### config.mk
export PLATFORM = sky130hd
export DESIGN_NAME = uart_frame_tx
export DESIGN_NICKNAME = d
export VERILOG_FILES = /design/src/rtl/uart_frame_tx.sv
export SDC_FILE = /design/constraint.sdc
export NUM_CORES = 1
export LEC_CHECK = 0
export CORE_UTILIZATION = 25
export DETAILED_ROUTE_END_ITERATION = 12
export PLACE_DENSITY_LB_ADDON = 0.12
export RECOVER_POWER = 100
export SYNTH_ARGS = -nofsm -noshare
export SYNTH_HDL_FRONTEND = slang
export SYNTH_SLANG_ARGS = --single-unit
### constraint.sdc
create_clock -name clk -period 1.9 [get_ports clk]
set_input_delay 0.57 -clock clk [delete_from_list [all_inputs] [get_ports clk]]
set_output_delay 0.57 -clock clk [all_outputs]
set_load 0.05 [all_outputs]
### src/rtl/uart_frame_tx.sv
// Byte-to-serial UART transmitter: start bit, 8 data bits LSB first, STOP_BITS stop bits.
// sendable/done rise during the final stop cycle so a new byte can start with no idle gap.
`ifndef DEFAULT_BAUD
`define DEFAULT_BAUD 4
`endif

module uart_frame_tx #(
    parameter int unsigned BAUD      = `DEFAULT_BAUD,
    parameter int unsigned STOP_BITS = 1
) (
    input  logic       clk,
    input  logic       rstn,
    input  logic       order,
    input  logic [7:0] data,
    output logic       sendable,
    output logic       done,
    output logic       txd
);

    localparam int unsigned STOP_LEN = STOP_BITS * BAUD;
    localparam int unsigned CNT_W    = (STOP_LEN > 1) ? $clog2(STOP_LEN) : 1;

    localparam logic [CNT_W-1:0] BIT_LAST    = CNT_W'(BAUD - 1);
    localparam logic [CNT_W-1:0] STOP_LAST   = CNT_W'(STOP_LEN - 1);
    localparam logic [CNT_W-1:0] STOP_PENULT = CNT_W'(STOP_LEN - 2);

    if (BAUD < 2 || (STOP_BITS != 1 && STOP_BITS != 2)) begin : g_param_err
        $error("uart_frame_tx: BAUD must be >= 2 and STOP_BITS must be 1 or 2");
    end

    typedef enum logic [1:0] {
        IDLE  = 2'd0,
        START = 2'd1,
        DATA  = 2'd2,
        STOP  = 2'd3
    } state_t;

    state_t           state;
    logic [CNT_W-1:0] baud_cnt;
    logic [2:0]       bit_idx;
    logic [7:0]       shift;

    // Frame sequencer; every output is a register so txd never glitches.
    always_ff @(posedge clk or negedge rstn) begin
        if (!rstn) begin
            state    <= IDLE;
            baud_cnt <= '0;
            bit_idx  <= '0;
            shift    <= '0;
            txd      <= 1'b1;
            sendable <= 1'b1;
            done     <= 1'b0;
        end else begin
            done <= 1'b0;
            case (state)
                IDLE: begin
                    if (order) begin
                        state    <= START;
                        shift    <= data;
                        baud_cnt <= '0;
                        bit_idx  <= '0;
                        txd      <= 1'b0;
                        sendable <= 1'b0;
                    end
                end
                START: begin
                    if (baud_cnt == BIT_LAST) begin
                        state    <= DATA;
                        baud_cnt <= '0;
                        bit_idx  <= '0;
                        txd      <= shift[0];
                    end else begin
                        baud_cnt <= baud_cnt + CNT_W'(1);
                    end
                end
                DATA: begin
                    if (baud_cnt == BIT_LAST) begin
                        baud_cnt <= '0;
                        shift    <= {1'b0, shift[7:1]};
                        if (bit_idx == 3'd7) begin
                            state <= STOP;
                            txd   <= 1'b1;
                        end else begin
                            bit_idx <= bit_idx + 3'd1;
                            txd     <= shift[1];
                        end
                    end else begin
                        baud_cnt <= baud_cnt + CNT_W'(1);
                    end
                end
                STOP: begin
                    if (baud_cnt == STOP_LAST) begin
                        baud_cnt <= '0;
                        // A request seen while sendable is high in the last stop cycle chains directly.
                        if (order) begin
                            state    <= START;
                            shift    <= data;
                            bit_idx  <= '0;
                            txd      <= 1'b0;
                            sendable <= 1'b0;
                        end else begin
                            state <= IDLE;
                        end
                    end else begin
                        baud_cnt <= baud_cnt + CNT_W'(1);
                        if (baud_cnt == STOP_PENULT) begin
                            sendable <= 1'b1;
                            done     <= 1'b1;
                        end
                    end
                end
                default: begin
                    state    <= IDLE;
                    baud_cnt <= '0;
                    txd      <= 1'b1;
                    sendable <= 1'b1;
                end
            endcase
        end
    end

endmodule

==> run summary <==
status: finished clean
Worst Path Required: 2.05 ns
Die Height: 66.8 µm
Max Fclk: 0.564 GHz
slowest CP cell: dfrtp_1
CTS H-tree depth: 1
largest net degree at the start of global routing: 19
Initial Util: 26.2%
clk_lat worst skew: 0.26 ns
Inst Count DP: 162
global placement routability congestion: 0.717
diode count: 0
sequential area share after synthesis: 43.2%
synthesized area per cell: 11.8 µm²
Final setup viols: 0
CP endpoint kind: register
fraction of layout cells with a size suffix above 1: 29.3%
number of port buffers: 13
drt initial violations: 38
initial antenna violation count: 0
Gate Count Post-Synth: 89
Yosys warnings: 0
critical path type: register to register
vias in the first global route: 757
Wirelength per Cell: 11.9 µm
Final nets: 139
Clock Sinks: 18
Gate power share: 55.7%
final worst-path setup slack: 0.127 ns
total negative slack: 0 ns
core box area: 4000 µm²
most frequent cells in the layout: 18 x mux2_2, 16 x dfrtp_1, 11 x ha_1, 10 x clkdlybuf4s50_1, 7 x nand2_1
Flop pwr share: 30.0%
DR pass1 iterations: 4
hpwl dp: 1510 µm
Die Area: 4460 µm²
CP top delay family: flip-flops
switching power: 832 µW
Core Rows: 23
clock transition at the registers of the reported paths: 0.08 ns
CTS Hold Bufs: 0
Int Pwr: 1470 µW
Worst Max-Slew Pin Slew: 1.05 ns
synthesized flop and latch total: 18
setup slack, reg-to-reg: 0.13 ns
area grow syn2layout: 32.1%
fin crit share: 93.3%
CTS Buf Count: 3
Final Util: 34.6%
wirelength, routed: 1980 µm
Max FO, Critical Path: 7
clk root buf: clkbuf_8
clock skew: 0.00283 ns
Horiz. Die Dim: 66.8 µm
Synth Cell Area: 1050 µm²
maximum VDD drop: 0.552 mV
arrival time worst endpoint: 1.92 ns
Post-CTS Resized: 0
most common library cell in the layout ignoring fill and taps: mux2_2
P_leak: 0.000619 µW
DRC Markers: 0
WP buf/inv: 1
routed vias/inst: 4.35
max-slew violation count: 0
crit path time final: 1.77 ns
Non-Filler Instances: 166
unrepaired setup endpoints after global routing: false
Place WS: -0.118 ns
PD cells: 1660 nW/µm²
CP Cell Sequence: ha_1 > o21ba_1 > nor3_4 > clkbuf_2 > mux2_2
Synth cell types: 26
CTS tree: built
Setup Fix Bufs, Post-CTS: 0
first-pass GRT wire length: 3560 µm
routed via count: 722
Mapped Nets: 111
Clock Path Buffers: 2
number of routed nets with antenna violations: 0
num ports: 14
Max stage delay on crit path: 0.44 ns
All-Layer GR Usage: 11.0%
grt total ovfl: 0
Slew headroom: 30.2%
Startpoint Class: register
switching share of power: 36.2%
final count of hold timing violations: 0
Clock power frac: 14.3%
# Max-Cap Violations: 0
Worst Hold Class: register to register
Fillers: 406
cell families after synthesis:
logic type / share of synthesized area (%)
compound gates: 8.71
simple gates: 11.6
buf+inv: 2.15
fa+ha+maj: 13.1
mux: 21.2
flops: 43.2
worst paths after layout:
| kind | startpoint | end | cells past startpoint |
|---|---|---|---|
| max in group asynchronous | rstn | bit_idx[1] | 2 |
| hold / removal | shift[2] | shift[2] | 1 |
| setup / recovery | state[1] | shift[4] | 5 |
| setup reg to reg | state[1] | shift[4] | 5 |
| hold reg to reg | shift[2] | shift[2] | 1 |
| min in group asynchronous | rstn | baud_cnt[1] | 2 |
metal layers:
| layer | GRT usage, % | wire length [µm] | up-vias |
|---|---|---|---|
| met5 | 0 | 0 | - |
| met4 | 3.19 | 23 | 0 |
| met3 | 4.28 | 80 | 2 |
| met2 | 17.9 | 911 | 11 |
| met1 | 13.3 | 960 | 341 |
| li1 | - | - | 368 |
worst reg2reg max path, cell delays in order, from the launching register on:
cell and delay (ns):
dfrtp_1 0.44, ha_1 0.30, o21ba_1 0.23, nor3_4 0.17, clkbuf_2 0.18, mux2_2 0.34
registers in the layout, summed over array words and instances, names as in the netlist:
name / cells
baud_cnt: 2
bit_idx: 3
done: 1
sendable: 1
shift: 8
state: 2
txd: 1
stage by stage:
stage	total power, µW	cell area (µm²)	hold slack, ns
5_1_grt	2520	1390	0.520
3_3_place_gp	2060	1350	0.471
2_1_floorplan	1580	1050	0.274
4_1_cts	2410	1410	0.489
3_5_place_dp	2060	1350	0.476
6_report	2300	1390	0.508
power groups by stage:
stage	clock, µW	sequential (µW)	combinational [µW]
after global placement	0	703	1360
after detailed placement	0	705	1360
after CTS	341	698	1370
after floorplan	0	737	841
final	329	691	1280
after global routing	355	720	1450
Yosys cell counts, drive strengths merged:
| master | instances | share of area, % |
|---|---|---|
| inv | 5 | 1.8 |
| mux2 | 18 | 19 |
| or2 | 1 | 0.60 |
| dfrtp | 16 | 38 |
| o211ai | 2 | 1.4 |
| o21ai | 5 | 2.4 |
| clkbuf | 1 | 0.36 |
| a211o | 1 | 0.84 |
| or4 | 1 | 0.72 |
| ha | 11 | 13 |
| nor3 | 3 | 2.5 |
| and2 | 1 | 0.60 |
| a21boi | 1 | 0.72 |
| o21ba | 1 | 0.95 |
| dfstp | 2 | 5.0 |
| or3 | 1 | 0.60 |
| a2bb2oi | 1 | 0.84 |
| o2111ai | 1 | 0.84 |
| nand2 | 7 | 2.5 |
| o31ai | 1 | 0.72 |
| mux2i | 2 | 1.9 |
| nor2 | 1 | 0.36 |
| and2b | 1 | 0.72 |
| nand2b | 2 | 1.2 |
| nor2b | 3 | 1.8 |
cell type report:
cell class | instances | area (µm²) | share of cell area, %
multi-input cells | 65 | 573 | 41.4
flip-flops and latches | 18 | 453 | 32.7
clock buffers | 4 | 55.1 | 3.97
repair buffers | 24 | 223 | 16.1
inverters | 5 | 18.8 | 1.36
well taps | 50 | 62.6 | 4.52
(Power assumes the default switching activity.)
